[src/rtl/parity_frame_arbiter.sv]
// ---------------------------------------------------------------------------
// parity_frame_arbiter
//
// Shares one XOR-reduction parity unit among NREQ requesters, one word per
// cycle. Each requester streams a frame of words ending with a last marker.
// The block keeps a running parity bit per requester. When the last word of
// a frame is accepted, the frame parity and the requester index go into a
// valid/ready output register.
//
// Parameters
//   NREQ   number of requesters (2..8)
//   WIDTH  data word width
//   ODD    0 = even parity (XOR of all frame bits), 1 = inverted
//   IDW    result ID width, derived from NREQ
//
// Ports
//   clk_pad         clock, rising edge
//   rst_pad         synchronous active-high reset
//   req_pad         per-requester word valid
//   last_pad        per-requester end-of-frame marker (qualified by req_pad)
//   data_pad        word of requester i at [i*WIDTH +: WIDTH]
//   gnt_pad         one-hot (or zero) accept, combinational
//   res_valid_pad   frame result held in the output register
//   res_id_pad      requester index of the held result
//   res_parity_pad  frame parity of the held result
//   res_ready_pad   downstream accepts the held result
//   busy_pad        any frame open, or a result held
// ---------------------------------------------------------------------------
module parity_frame_arbiter #(
    parameter int NREQ  = 4,
    parameter int WIDTH = 16,
    parameter bit ODD   = 1'b0,
    parameter int IDW   = $clog2(NREQ)
) (
    input  logic                  clk_pad,
    input  logic                  rst_pad,
    input  logic [NREQ-1:0]       req_pad,
    input  logic [NREQ-1:0]       last_pad,
    input  logic [NREQ*WIDTH-1:0] data_pad,
    output logic [NREQ-1:0]       gnt_pad,
    output logic                  res_valid_pad,
    output logic [IDW-1:0]        res_id_pad,
    output logic                  res_parity_pad,
    input  logic                  res_ready_pad,
    output logic                  busy_pad
);

    typedef enum logic {
        S_EMPTY = 1'b0,
        S_FULL  = 1'b1
    } out_state_e;

    out_state_e r_state;
    out_state_e w_state_nxt;

    logic [IDW-1:0]  r_ptr;
    logic [NREQ-1:0] r_acc;
    logic [NREQ-1:0] r_open;
    logic [IDW-1:0]  r_res_id;
    logic            r_res_parity;

    logic            w_out_free;
    logic [NREQ-1:0] w_elig;
    logic [NREQ-1:0] w_word_par;
    logic            w_gnt_any;
    logic [IDW-1:0]  w_gnt_idx;
    logic            w_gnt_last;
    logic            w_gnt_wpar;
    logic            w_gnt_acc;
    logic            w_last_gnt;
    logic [IDW-1:0]  w_ptr_nxt;
    int              w_scan_sum;
    logic [IDW-1:0]  w_scan_idx;

    assign res_valid_pad  = (r_state == S_FULL);
    assign res_id_pad     = r_res_id;
    assign res_parity_pad = r_res_parity;
    assign busy_pad       = (|r_open) | res_valid_pad;

    // A last word may only be taken when the output register can accept it
    // this cycle; non-last words only touch the accumulators and never stall.
    assign w_out_free = ~res_valid_pad | res_ready_pad;
    assign w_elig     = req_pad & (~last_pad | {NREQ{w_out_free}});

    // Word parity is reduced per requester, then selected by the grant index,
    // so only a 1-bit mux sits behind the arbiter.
    always_comb begin
        // NOTE: every variable written in a combinational block gets a
        // default first; a path that leaves one unassigned infers a latch.
        w_word_par = '0;
        for (int i = 0; i < NREQ; i++) begin
            w_word_par[i] = ^data_pad[i*WIDTH +: WIDTH];
        end
    end

    // Round-robin scan starting at r_ptr, wrapping modulo NREQ. The first
    // eligible index wins; the scan is suppressed entirely during reset.
    always_comb begin
        w_gnt_any  = 1'b0;
        w_gnt_idx  = '0;
        w_scan_sum = 0;
        w_scan_idx = '0;
        for (int k = 0; k < NREQ; k++) begin
            w_scan_sum = int'(r_ptr) + k;
            if (w_scan_sum >= NREQ) begin
                w_scan_sum = w_scan_sum - NREQ;
            end
            w_scan_idx = IDW'(w_scan_sum);
            if (!w_gnt_any && !rst_pad && w_elig[w_scan_idx]) begin
                w_gnt_any = 1'b1;
                w_gnt_idx = w_scan_idx;
            end
        end
    end

    always_comb begin
        gnt_pad = '0;
        if (w_gnt_any) begin
            gnt_pad[w_gnt_idx] = 1'b1;
        end
    end

    assign w_gnt_last = last_pad[w_gnt_idx];
    assign w_gnt_wpar = w_word_par[w_gnt_idx];
    assign w_gnt_acc  = r_acc[w_gnt_idx];
    assign w_last_gnt = w_gnt_any & w_gnt_last;
    assign w_ptr_nxt  = (w_gnt_idx == IDW'(NREQ - 1)) ? '0 : w_gnt_idx + 1'b1;

    // Output register FSM. A last-word grant while FULL is only possible when
    // the held result is being handshaken, so the new result simply replaces
    // it and the state stays FULL.
    always_comb begin
        w_state_nxt = r_state;
        case (r_state)
            S_EMPTY: if (w_last_gnt) w_state_nxt = S_FULL;
            S_FULL:  if (res_ready_pad && !w_last_gnt) w_state_nxt = S_EMPTY;
            default: w_state_nxt = S_EMPTY;
        endcase
    end

    always_ff @(posedge clk_pad) begin
        // NOTE: the per-requester accumulators are ordinary flops, not a RAM,
        // so they are cleared by reset; a mid-frame reset must drop every
        // partial frame.
        if (rst_pad) begin
            r_state      <= S_EMPTY;
            r_ptr        <= '0;
            r_acc        <= '0;
            r_open       <= '0;
            r_res_id     <= '0;
            r_res_parity <= 1'b0;
        end else begin
            // NOTE: state is updated with non-blocking assignments so every
            // flop samples pre-edge values regardless of statement order.
            r_state <= w_state_nxt;
            if (w_gnt_any) begin
                r_ptr <= w_ptr_nxt;
                if (w_gnt_last) begin
                    r_res_id             <= w_gnt_idx;
                    r_res_parity         <= w_gnt_acc ^ w_gnt_wpar ^ ODD;
                    r_acc[w_gnt_idx]     <= 1'b0;
                    r_open[w_gnt_idx]    <= 1'b0;
                end else begin
                    r_acc[w_gnt_idx]     <= w_gnt_acc ^ w_gnt_wpar;
                    r_open[w_gnt_idx]    <= 1'b1;
                end
            end
        end
    end

endmodule

[config.mk]
export PLATFORM = sky130hd
export DESIGN_NAME = parity_frame_arbiter
export DESIGN_NICKNAME = d
export VERILOG_FILES = /design/src/rtl/parity_frame_arbiter.sv
export SDC_FILE = /design/constraint.sdc
export NUM_CORES = 1
export LEC_CHECK = 0
export ABC_AREA = 1
export BUFFER_PORTS_ARGS = -buffer_cell sky130_fd_sc_hd__buf_4
export CAP_MARGIN = 25
export CORE_MARGIN = 5
export CORE_UTILIZATION = 31
export CTS_CLUSTER_SIZE = 8
export DETAILED_ROUTE_END_ITERATION = 10
export HOLD_SLACK_MARGIN = 0.12
export MAX_ROUTING_LAYER = met4
export PLACE_DENSITY = 0.65
export RECOVER_POWER = 100
export SLEW_MARGIN = 0
export SYNTH_ARGS = -nofsm -noshare
export SYNTH_HDL_FRONTEND = slang
export SYNTH_SLANG_ARGS = --single-unit
[constraint.sdc]
create_clock -name clk_pad -period 2.1 [get_ports clk_pad]
set_input_delay 0.105 -clock clk_pad [delete_from_list [all_inputs] [get_ports clk_pad]]
set_output_delay 0.105 -clock clk_pad [all_outputs]
set_load 0.02 [all_outputs]
# Word-level counts from Yosys, hierarchy flattened
# Cells that the tools add are included.
dict set report totals {
  ff_bits 14
  out_inout_bits 9
}
dict set report classes {
  n_addsub 8
  order_cmp 10
  n_eq_ne 1
  muxes 36
  n_bitwise 12
  n_reduce_logical 20
}
# cell n
set ops {}
lappend ops {{$reduce_xor 16->1} 4}
lappend ops {{$mux 2} 9}
lappend ops {{$lt 2x3->1 const B} 5}
lappend ops {{$bmux 1 s2} 7}
lappend ops {{$mux 1} 14}
lappend ops {{$and 4x4->4} 3}
lappend ops {{$mux 4} 3}
lappend ops {{$ge 3x3->1 const B} 3}
lappend ops {{$logic_and 1x1->1} 9}
lappend ops {{$not 4->4} 2}
lappend ops {{$or 4x4->4} 2}
lappend ops {{$sub 2x1->2 const B} 4}
lappend ops {{$add 2x2->3 const B} 2}
lappend ops {{$logic_not 1->1} 5}
lappend ops {{$bwmux 4} 1}
lappend ops {{$reduce_or 4->1} 1}
lappend ops {{$add 2x1->3 const B} 1}
lappend ops {{$ge 2x3->1 const B} 1}
lappend ops {{$add 2x1->2 const B} 1}
lappend ops {{$demux 1 s2} 1}
lappend ops {{$eq 2x2->1 const B} 1}
lappend ops {{$ge 2x1->1 const B} 1}
lappend ops {{$or 1x1->1} 2}
lappend ops {{$pmux 1 s2} 1}
lappend ops {{other kinds (4)} 4}

# Logic depth before layout (Yosys ltp)
# Gate-level depths: netlist of run 1.
dict set report logic_depth {
  word_depth 27
  depth_mapped 20
}

# Least setup slack after synthesis of run 1
# Ideal clock, no wire load.
dict set report synth_path {
  kind {register -> register}
  from {register r_state (netlist: res_valid_pad)}
  to {register r_acc[2]}
  arrival_ns 2.067
  t_required_ns 1.984
  slack_ns -0.083
  stages_incl_launch_ff 17
  synth_period_minus_slack_ns 2.183
  path_cell_list {dfxtp_1 -> nand3_1 -> nand3_1 -> nand3_1 -> nand2_2 -> nand4_4 -> nor2_4 -> nand2_2 -> nand2_4 -> inv_1 -> ha_1 -> nand2_1 -> inv_1 -> nor2_1 -> nand2_1 -> nand2_1 -> a21oi_1}
}
dict set report synth_via {
  elab_chain_cells 27
}
# element line_no
set synth_rtl {}
lappend synth_rtl {{from (decl)} 53} ;# out_state_e r_state;
lappend synth_rtl {{from (signal assigned)} 155} ;# r_state <= w_state_nxt;
lappend synth_rtl {{$not 1->1 *} --}
lappend synth_rtl {{$or 1x1->1 *} 82} ;# assign w_out_free = ~res_valid_pad | res_ready_pad;
lappend synth_rtl {{$or 4x4->4 *} 83} ;# assign w_elig = req_pad & (~last_pad | {NREQ{w_out_free}});
lappend synth_rtl {{$and 4x4->4 *} 83}
lappend synth_rtl {{$bmux 1 s2} 109} ;# if (!w_gnt_any && !rst_pad && w_elig[w_scan_idx]) begin
lappend synth_rtl {{$mux 1 (implied by the code)} 109}
lappend synth_rtl {{$logic_and 1x1->1} 109}
lappend synth_rtl {{$mux 1} 109}
lappend synth_rtl {{[12 not listed]} --}
lappend synth_rtl {{named net w_gnt_idx[0]} 66} ;# logic [IDW-1:0] w_gnt_idx;
lappend synth_rtl {{$lt 2x3->1 (implied by the code) / $ge 2x1->1 (equally long branches)} {161, 164}}
lappend synth_rtl {{$logic_and 1x1->1 (implied by the code)} {161, 164}}
lappend synth_rtl {{$mux 1 (implied by the code)} {161, 164}}
lappend synth_rtl {{$demux 1 s2} {161, 164}}
lappend synth_rtl {{$not 4->4 (no source line)} --}
lappend synth_rtl {{$and 4x4->4 (no source line)} --}
lappend synth_rtl {{$mux 4 *} 158} ;# if (w_gnt_last) begin
lappend synth_rtl {{to (signal, indexed assignment)} 164} ;# r_acc[w_gnt_idx] <= w_gnt_acc ^ w_gnt_wpar;
lappend synth_rtl {{to (decl)} 57} ;# logic [NREQ-1:0] r_acc;
# Mark *: on every way through the listed nets, which the timed path passes. The rest lies on a longest branch. The select of a mux whose other input is x is not followed.
# A chain may end at the register's enable or synchronous reset.

# Final worst setup path of run 1
dict set report layout_path {
  from {register r_ptr[0]}
  to {register r_acc[1]}
}
dict set report layout_via {
  elab_chain_cells 25
}
# element line_no
set layout_rtl {}
lappend layout_rtl {{from (decl)} 56} ;# logic [IDW-1:0] r_ptr;
lappend layout_rtl {{from (signal assigned)} 157} ;# r_ptr <= w_ptr_nxt;
lappend layout_rtl {{$ge 2x3->1 / $sub 2x1->2 (equally long branches)} {105, 106}}
lappend layout_rtl {{$mux 2} 105} ;# if (w_scan_sum >= NREQ) begin
lappend layout_rtl {{$bmux 1 s2} 109}
lappend layout_rtl {{$mux 1 (implied by the code)} 109}
lappend layout_rtl {{$logic_and 1x1->1} 109}
lappend layout_rtl {{$mux 1} 109}
lappend layout_rtl {{$logic_not 1->1} 109}
lappend layout_rtl {{$logic_and 1x1->1 (2 in a row)} 109}
lappend layout_rtl {{[9 not listed]} --}
lappend layout_rtl {{named net w_gnt_idx[0]} 66}
lappend layout_rtl {{$lt 2x3->1 (implied by the code) / $ge 2x1->1 (equally long branches)} {161, 164}}
lappend layout_rtl {{$logic_and 1x1->1 (implied by the code)} {161, 164}}
lappend layout_rtl {{$mux 1 (implied by the code)} {161, 164}}
lappend layout_rtl {{$demux 1 s2} {161, 164}}
lappend layout_rtl {{$not 4->4 (no source line)} --}
lappend layout_rtl {{$and 4x4->4 (no source line)} --}
lappend layout_rtl {{$mux 4 *} 158}
# Marked as above.

==> reports/results.txt, run 1 <==
Row count - 29
Clk buf depth - 2
Final hold slack - 0.05093 ns
TritonCTS clock tree - done
Initial antenna violation count - 0
# diodes - 0
Post-placement cell area - 2743 sq um
Min-Delay Endpoint - res_valid_pad$_SDFF_PP0_
Pwr/cell area - 1284 nW/um^2
I/O pins - 84
Synth warn - 0
Cell count of the worst hold path - 2
Hold Path Class - input pin to flip-flop
Crit Path Category - flip-flop to flip-flop
Status - finished, violations left
Finished Cell Area - 3314 sq um
Tot Pwr - 0.004255 W
Final Max Slew Viols - 0
Hold path start - rst_pad
Largest net degree at the start of global routing - 14
Sequential area share after synthesis - 0.1436
Post-route ant nets - 0
Slew headroom - 0.8054
Lkg Pwr - 1.727 nW
CTS Buf Count - 3
Via count - 2420
R2R cell count - 14
Footprint of the multi-input gates - 1745 sq um
Total GRT Usage - 0.1353
Setup violators final - 15
Worst Skew - 0.002449 ns
Synth-to-Final Area Change - 69.81%
# DRC - 0
Later-pin clock latency in the skew report - 0.25 ns
Chip Height - 89.35 um
Worst Path Max Fanout - 8
Flop2flop setup slack - -0.15 ns
Mapped Cells - 332
IO buf count - 83
Mean Syn Cell Area - 5.879 sq um
Fmax achieved - 0.4435 GHz
Worst VDD drop - 0.0006266 V
Worst R2R End - r_acc[1]$_SDFFE_PP0P_
Fin crit period - 2.255 ns
Mapped Nets - 411
Worst-Margin Slew - 0.2915 ns
Max_cap viols - 0
Most frequent cells in the layout - 105 x nand2_1, 104 x buf_4, 44 x inv_1, 29 x xnor2_1, 19 x nand3_1
RSZ-0062 raised after global routing - true
Post-synth top area share - 0.2269
FF-to-FF Start - r_ptr[0]$_SDFFE_PP0P_
TNS Setup - -1.502 ns
Die Wd - 89.35 um
Die area - 7983 sq um
CP Data Required Time - 2.28 ns
FF+latch area - 289.0 sq um
Iteration-0 DRC Markers - 98
Detailed-route wire length - 6156 um
Vias per std cell - 4.601
Nets - 530
Synth area leader - nand2_1
Setup WS post-layout - -0.1550 ns
FF+latch count, synth - 14
Post-Syn Area - 1952 sq um
Core ar. - 6241 sq um
Post-DP HPWL - 4371 um
CP endpoint kind - flip-flop
Detailed Routing Iterations Pass 1 - 4
H-tree depth - 1
Share of cells above drive strength 1 - 0.4276
CP Data Arrival Time - 2.44 ns
Clock tree sinks - 14
Startpoint types - flip-flop
Number of hold violations in the final report - 0
Vias in the first global route - 2226
Period utilization - 1.074
Initial core utilization - 0.3128
Yosys cell types - 29
First-pass GRT wire length - 8645 um
Area contributors post-synth - nand2_1 23%, dfxtp_1 14%, xnor2_1 13%
Most common cell after layout, fill and taps aside - nand2_1
Failing checks - negative setup slack
Fillcell total - 612
RD Place Congestion - 0.8058
Clk root buf - clkbuf_8
Total gr overflow - 0
Clock Pin Slew Worst Setup and Hold Paths - 0.06 ns
Post-DR wirelength/cell - 11.70 um
logic make-up (layout without fill, tap and decap cells):
kind of cell	after synthesis	after routing	share of synthesized area
and+or+nand+nor	199	199	0.4744
buffers and inverters	57	174	0.1173
xor gates and xnor gates	41	41	0.1878
AOI/OAI and AO/OA	17	17	0.05128
DFF	14	14	0.1436
adders and majority gates	4	4	0.02564
per-stage QoR:
step / cells / util / setup WS (ns)
2_1_floorplan: 332 / - / 0.001499
3_3_place_gp: 499 / 0.4395 / -0.1248
3_5_place_dp: 499 / 0.4395 / -0.1691
4_1_cts: 518 / 0.4884 / -0.05267
5_1_grt: 526 / 0.5311 / -0.3138
6_report: 526 / 0.5311 / -0.1550
worst max path at each step:
stage	startpoint	endpoint	slack [ns]
2_1_floorplan	r_ptr[0]$_SDFFE_PP0P_	r_acc[1]$_SDFFE_PP0P_	0.001
3_3_place_gp	r_ptr[0]$_SDFFE_PP0P_	r_acc[2]$_SDFFE_PP0P_	-0.12
3_5_place_dp	r_ptr[0]$_SDFFE_PP0P_	r_acc[2]$_SDFFE_PP0P_	-0.17
4_1_cts	r_ptr[0]$_SDFFE_PP0P_	r_acc[0]$_SDFFE_PP0P_	-0.05
5_1_grt	r_ptr[0]$_SDFFE_PP0P_	r_acc[1]$_SDFFE_PP0P_	-0.31
6_report	r_ptr[0]$_SDFFE_PP0P_	r_acc[1]$_SDFFE_PP0P_	-0.15
synth_stat cells (all sizes together):
library cell / n
xnor2: 29
buf: 3
or2: 1
o21ai: 3
nand3: 41
ha: 4
nand4: 5
a31oi: 1
clkbuf: 1
a21oi: 9
inv: 52
xor2: 12
nor2: 19
dfxtp: 14
nor3: 2
clkinv: 1
nand2: 125
nand3b: 6
o211ai: 4
where the power goes:
part           switching [W]  total, W  internal, W
combinational        0.00193   0.00354      0.00160
sequential          0.000107  0.000485     0.000377
clock               0.000106  0.000233     0.000127
timing repair:
item                       in CTS  in global routing
resized for setup              41                 43
pin swaps                      13                 23
hold endpoints to repair        3                  3
buffers inserted               16                  7
gates cloned                    0                  1
setup endpoints to repair      16                 16
worst max-delay path, stage by stage (launching register included):
cell and delay [ns]:
dfxtp_4 0.43, xor2_4 0.23, nand3_4 0.13, nand2_4 0.12
nand4_4 0.10, nor2_4 0.14, nand2_2 0.10, nand2_4 0.13
buf_4 0.14, nand2_1 0.05, nand2_1 0.05, nor2_1 0.05
nor2_2 0.26, nand2_1 0.12, a21oi_2 0.14
per-layer routing:
layer,GRT usage,part of all wire,vias to the layer above
met3,0.01198,0.049,8
met4,0.04060,0.015,0
met1,0.1489,0.39,1073
met5,-,0,-
li1,-,-,1268
met2,0.2552,0.55,71
final cells by class:
type	count	area share
Clock buffer	3	0.01246
Inverter	53	0.06153
Multi-Input combinational cell	261	0.5266
Sequential cell	14	0.08720
Tap cell	77	0.02907
Timing Repair Buffer	118	0.2831
Power figures use the tool's default switching activity.
==> inputs of run 2 (changes only) <==
--- a/config.mk
+++ b/config.mk
@@ -14,8 +14,7 @@
 export DETAILED_ROUTE_END_ITERATION = 10
 export HOLD_SLACK_MARGIN = 0.12
 export MAX_ROUTING_LAYER = met4
-export PLACE_DENSITY = 0.65
-export RECOVER_POWER = 100
+export PLACE_DENSITY = 0.63
 export SLEW_MARGIN = 0
 export SYNTH_ARGS = -nofsm -noshare
 export SYNTH_HDL_FRONTEND = slang
==> constraint.sdc (replaced) <==
create_clock -name clk_pad -period 2.8 [get_ports clk_pad]
set_input_delay 0.14 -clock clk_pad [delete_from_list [all_inputs] [get_ports clk_pad]]
set_output_delay 0.14 -clock clk_pad [all_outputs]
set_load 0.02 [all_outputs]
==> reports/results.txt, run 2 (same netlist as run 1, synthesis figures left out) <==
IO buf count - 83 (unchanged)
Clk root buf - clkbuf_8
Hold Path Class - input pin to flip-flop
Final Max Slew Viols - 0 (unchanged)
Power share of the clock group - 0.094 (+0.039)
Synth-to-Final Area Change - 39.10%
Period utilization - 0.9031
Row count - 29 (unchanged)
Worst Path Max Fanout - 12 (+4)
TNS Setup - 0 ns (+1.502 ns)
Fmax achieved - 0.3955 GHz
Total GRT Usage - 0.1273 (-0.007970)
Setup violators final - 0 (-15)
Nets - 497 (-6.2%)
Detailed-route wire length - 5005 um (-19%)
Post-DP HPWL - 4394 um (+0.53%)
Core ar. - 6241 sq um (unchanged)
Sequential cell fraction of total power - 0.162 (+0.048)
Share of cells above drive strength 1 - 0.2638 (-0.1638)
Max_cap viols - 0 (unchanged)
Startpoint types - flip-flop
Worst-Margin Slew - 0.4376 ns (+0.1461 ns)
H-tree depth - 1 (unchanged)
Comb power frac - 0.744 (-0.087)
Post-DR wirelength/cell - 10.13 um (-13%)
Later-pin clock latency in the skew report - 0.24 ns (about the same)
Via count - 2210 (-8.7%)
Initial antenna violation count - 0 (unchanged)
Die Wd - 89.35 um (unchanged)
Post-route ant nets - 0 (unchanged)
Postcts setup bufs - 0 (-16)
Tot Pwr - 0.002135 W (-50%)
Number of hold violations in the final report - 0 (unchanged)
Worst VDD drop - 0.0003594 V (-43%)
Internal Pwr Total - 0.0009976 W (-53%)
Lkg Pwr - 1.501 nW (-13%)
Detailed Routing Iterations Pass 1 - 4 (unchanged)
Clock Pin Slew Worst Setup and Hold Paths - 0.06 ns (about the same)
Slew headroom - 0.7082 (-0.09719)
# diodes - 0 (unchanged)
Fin crit period - 2.529 ns
Most common cell after layout, fill and taps aside - nand2_1
Vias in the first global route - 2036 (-8.5%)
Chip Height - 89.35 um (unchanged)
Largest net degree at the start of global routing - 15 (+1)
TritonCTS clock tree - done
Status - complete, no violations
Clock tree sinks - 14 (unchanged)
Clk buf depth - 2 (unchanged)
Pwr/cell area - 786.3 nW/um^2 (-39%)
# DRC - 0 (unchanged)
Sw frac - 0.5327 (+0.02831)
Die area - 7983 sq um (unchanged)
Initial core utilization - 0.3128 (unchanged)
Crit Path Category - flip-flop to primary output
Most frequent cells in the layout - 118 x nand2_1, 84 x buf_4, 49 x inv_1, 37 x nand3_1, 29 x xnor2_1
CTS Buf Count - 3 (unchanged)
RD Place Congestion - 0.8314 (+3.2%)
CP endpoint kind - primary output
Switching pwr - 0.001137 W (-47%)
Total gr overflow - 0 (unchanged)
First-pass GRT wire length - 8135 um (-5.9%)
Worst Skew - 0.001434 ns (-0.001015 ns)
CP Data Required Time - 2.66 ns (+0.38 ns)
RSZ-0062 raised after global routing - false
Iteration-0 DRC Markers - 71 (-28%)
CP Data Arrival Time - 2.39 ns (-0.05 ns)
I/O pins - 84 (unchanged)
Vias per std cell - 4.474 (-2.8%)
run 2: changes by cell type in the layout (fill, tap and decap cells not counted), moves of 5 or more:
cell / previous run / this run
buf_4: 104 / 84
nand3_1: 19 / 37
nand2_1: 105 / 118
nand3_2: 15 / 4
buf_6: 9 / 0
nand2_2: 13 / 5
nand3_4: 7 / 0
inv_1: 44 / 49
nand2_4: 7 / 2
nor2_1: 10 / 15
run 2: worst paths after layout:
path / startpoint / end / slack [ns] / cells past startpoint
setup / recovery: r_ptr[1]$_SDFFE_PP0P_ / gnt_pad[2] / 0.27 / 9
hold reg to reg: res_id_pad[0]$_SDFFE_PP0P_ / res_id_pad[0]$_SDFFE_PP0P_ / 0.47 / 2
setup reg to reg: r_ptr[1]$_SDFFE_PP0P_ / r_acc[0]$_SDFFE_PP0P_ / 0.49 / 15
hold / removal: res_ready_pad / res_valid_pad$_SDFF_PP0_ / 0.21 / 4
run 2: what timing repair did:
| item | 4_1_cts | 5_1_grt |
|---|---|---|
| gates resized for setup | 0 | 1 |
| endpoints found under the hold margin | 3 | 0 |
| setup endpoints to repair | 0 | 1 |
| hold buffers | 1 | 0 |
run 2: worst max-delay path, stage by stage, from the launching register on:
cell and delay [ns]:
dfxtp_1 0.45, xor2_2 0.27, inv_1 0.14, nand3_2 0.10, nand2_2 0.09, a31oi_1 0.21
or2_1 0.41, nand2_1 0.13, inv_1 0.17, buf_4 0.17
run 2: power by group through the flow:
stage               Clock, W  Sequential [W]  Combinational [W]
detailed placement         0        0.000351            0.00160
CTS                 0.000203        0.000347            0.00161
global route        0.000215        0.000359            0.00180
global placement           0        0.000350            0.00157
floorplan                  0        0.000348            0.00121
finish              0.000200        0.000346            0.00159
run 2: final cells by class:
cell class | instances | area [sq um]
sequential | 14 | 281.5
clock buffer | 4 | 55.05
inverter | 53 | 198.9
fill | 679 | 3526
multi-input combinational | 261 | 1443
tap | 77 | 96.34
timing repair buffer | 85 | 640.6
run 2: through the flow:
step / cells / utilization / area, sq um / hold slack, ns / setup WS, ns
final: 494 / 0.4350 / 2715 / 0.2140 / 0.2713
after floorplan: 332 / - / 1952 / 0.2091 / 0.6168
after global placement: 489 / 0.4244 / 2649 / 0.3644 / 0.4473
after detailed placement: 489 / 0.4244 / 2649 / 0.3644 / 0.4107
after global routing: 494 / 0.4350 / 2715 / 0.2427 / 0.02390
after CTS: 494 / 0.4348 / 2714 / 0.2175 / 0.1952
run 2: routing by layer:
metal	vias up	GRT usage	wire (um)
met4	0	0.01218	32
met5	-	-	0
met3	4	0.02488	305
li1	1199	-	-
met1	955	0.1467	2084
met2	52	0.2351	2583
==> inputs of run 3 (changes only) <==
--- a/config.mk
+++ b/config.mk
@@ -15,6 +15,7 @@
 export HOLD_SLACK_MARGIN = 0.12
 export MAX_ROUTING_LAYER = met4
 export PLACE_DENSITY = 0.63
+export SETUP_SLACK_MARGIN = 0.4
 export SLEW_MARGIN = 0
 export SYNTH_ARGS = -nofsm -noshare
 export SYNTH_HDL_FRONTEND = slang
==> reports/results.txt, run 3 (same netlist as run 1, synthesis figures left out) <==
Flop2flop setup slack - 0.52 ns (+0.03 ns)
Worst Path Max Fanout - 6 (-6)
Vias per std cell - 4.544 (+1.6%)
Post-placement cell area - 2649 sq um (unchanged)
Share of cells above drive strength 1 - 0.3459 (+0.08209)
Post-DR wirelength/cell - 10.62 um (+4.8%)
# diodes - 0 (unchanged)
FF-to-FF Start - r_ptr[0]$_SDFFE_PP0P_
CP Data Arrival Time - 2.16 ns (-0.23 ns)
Crit-path max cell delay - 0.42 ns (-0.03 ns)
TritonCTS clock tree - done
Hold path start - res_ready_pad
Die Wd - 89.35 um (unchanged)
Period utilization - 0.8215 (-0.08157)
First-pass GRT wire length - 8211 um (+0.93%)
Largest net degree at the start of global routing - 15 (unchanged)
TNS Setup - 0 ns (unchanged)
Footprint of the multi-input gates - 1582 sq um (+9.6%)
WP buf/inv - 3 (unchanged)
Slowest-stage cell, CP - dfxtp_4
Hold Path Class - input pin to flip-flop
Sw frac - 0.5246 (-0.008133)
Switching pwr - 0.001262 W (+11%)
Later-pin clock latency in the skew report - 0.25 ns (about the same)
Finished Cell Area - 2930 sq um (+7.9%)
Initial antenna violation count - 0 (unchanged)
Setup WS post-layout - 0.4997 ns (+0.2284 ns)
Worst path most repeated cell - nand2_4
Crit Path Category - flip-flop to primary output
CP delay by family, top - simple AND/OR/NAND/NOR gates
Cell count of the worst hold path - 4 (unchanged)
Total gr overflow - 0 (unchanged)
Clk root buf - clkbuf_8
IO buf count - 83 (unchanged)
Tot Pwr - 0.002405 W (+13%)
Worst R2R End - r_acc[0]$_SDFFE_PP0P_
Number of hold violations in the final report - 0 (unchanged)
CP endpoint kind - primary output
Worst Skew - 0.001056 ns (-0.0003777 ns)
Pre-CTS setup slack - 0.4107 ns (unchanged)
RSZ-0062 raised after global routing - true
Chip Height - 89.35 um (unchanged)
Worst VDD drop - 0.0003970 V (+10%)
Detailed Routing Iterations Pass 1 - 4 (unchanged)
Fillcell total - 673 (-0.88%)
Post-DP HPWL - 4394 um (unchanged)
Core ar. - 6241 sq um (unchanged)
Worst-Margin Slew - 0.2711 ns (-0.1666 ns)
Vias in the first global route - 2064 (+1.4%)
Clock Pin Slew Worst Setup and Hold Paths - 0.06 ns (about the same)
Clock tree sinks - 14 (unchanged)
I/O pins - 84 (unchanged)
Total GRT Usage - 0.1283 (+0.0009720)
CTS Buf Count - 3 (unchanged)
Lkg Pwr - 1.573 nW (+4.8%)
R2R cell count - 15 (unchanged)
Internal Pwr Total - 0.001144 W (+15%)
Startpoint types - flip-flop
Comb power frac - 0.761 (+0.017)
Detailed-route wire length - 5332 um (+6.5%)
CP Data Required Time - 2.66 ns (about the same)
Most frequent cells in the layout - 115 x nand2_1, 92 x buf_4, 46 x inv_1, 29 x xnor2_1, 22 x nand3_1
Row count - 29 (unchanged)
H-tree depth - 1 (unchanged)
Clk buf depth - 2 (unchanged)
Post-route ant nets - 0 (unchanged)
FF+latch area - 291.5 sq um (+3.6%)
Die area - 7983 sq um (unchanged)
Sequential cell fraction of total power - 0.154 (-0.008)
# DRC - 0 (unchanged)
Cells along the critical path - xor2_4, nand3_4, nand2_4, nand4_4, nor2_4, nand2_4, nand2_4, inv_1, ha_2, nand2_2, inv_2, buf_4
Min-Delay Endpoint - res_valid_pad$_SDFF_PP0_
Pwr/cell area - 820.9 nW/um^2 (+4.4%)
Max_cap viols - 0 (unchanged)
Iteration-0 DRC Markers - 69 (-2.8%)
Crit path depth - 12 (+3)
Power share of the clock group - 0.085 (-0.009)
Most common cell after layout, fill and taps aside - nand2_1
RD Place Congestion - 0.8314 (unchanged)
Final Max Slew Viols - 0 (unchanged)
Fin crit period - 2.300 ns (-0.2284 ns)
Setup violators final - 0 (unchanged)
Slew headroom - 0.8191 (+0.1108)
Nets - 505 (+1.6%)
Final hold slack - 0.2512 ns (+0.03720 ns)
Via count - 2281 (+3.2%)
Initial core utilization - 0.3128 (unchanged)
Synth-to-Final Area Change - 50.13%
Status - complete, no violations
Fmax achieved - 0.4347 GHz (+9.9%)
## run 3: routing by layer
layer	vias up	part of all wire	track usage
met4	0	0.011	0.01218
met2	51	0.53	0.2398
met1	1011	0.40	0.1456
li1	1213	-	-
met5	-	0	-
met3	6	0.059	0.02488
## run 3: area by class of cell
| class | count | share of cell area |
|---|---|---|
| Timing Repair Buffer | 93 | 0.2391 |
| Sequential cell | 14 | 0.09949 |
| Clock buffer | 4 | 0.01879 |
| Multi-Input combinational cell | 261 | 0.5397 |
| Tap cell | 77 | 0.03288 |
| Inverter | 53 | 0.07003 |
## run 3: worst max path at each step
| stage | slack, ns | start | end |
|---|---|---|---|
| floorplan | 0.62 | res_valid_pad$_SDFF_PP0_ | r_acc[2]$_SDFFE_PP0P_ |
| global placement | 0.45 | r_ptr[0]$_SDFFE_PP0P_ | r_acc[1]$_SDFFE_PP0P_ |
| detailed placement | 0.41 | r_ptr[0]$_SDFFE_PP0P_ | r_acc[1]$_SDFFE_PP0P_ |
| CTS | 0.40 | res_valid_pad$_SDFF_PP0_ | gnt_pad[2] |
| global route | 0.35 | r_ptr[0]$_SDFFE_PP0P_ | r_acc[0]$_SDFFE_PP0P_ |
| finish | 0.50 | r_ptr[0]$_SDFFE_PP0P_ | gnt_pad[2] |
## run 3: repair_timing
item	CTS	global route
buffers inserted	0	8
resized for setup	8	33
gates cloned	0	0
hold buffers	1	0
pin swaps	1	8
endpoints found under the setup margin	4	9
hold endpoints to repair	3	0
## run 3: power groups by stage
stage          clock [W]  combinational, W  sequential [W]
2_1_floorplan          0           0.00121        0.000348
3_3_place_gp           0           0.00157        0.000350
3_5_place_dp           0           0.00160        0.000351
4_1_cts         0.000203           0.00162        0.000363
5_1_grt         0.000218           0.00205        0.000384
6_report        0.000204           0.00183        0.000371
## run 3: worst reg2reg max path: stages, from the launching register on
cell and delay (ns):
dfxtp_4 0.42, xor2_4 0.24, nand3_4 0.12, buf_4 0.15, nand4_1 0.07, nand2_1 0.09
nand2_2 0.12, nand2_4 0.08, buf_4 0.14, nand2_1 0.06, nand3_2 0.10, nand2_4 0.18
nand2_2 0.17, nand2_1 0.10, nand2_1 0.05, a21oi_1 0.11
## run 3: through the flow
| step | std cells | utilization |
|---|---|---|
| 3_3_place_gp | 489 | 0.4244 |
| 3_5_place_dp | 489 | 0.4244 |
| 2_1_floorplan | 332 | - |
| 5_1_grt | 502 | 0.4695 |
| 4_1_cts | 494 | 0.4385 |
| 6_report | 502 | 0.4695 |
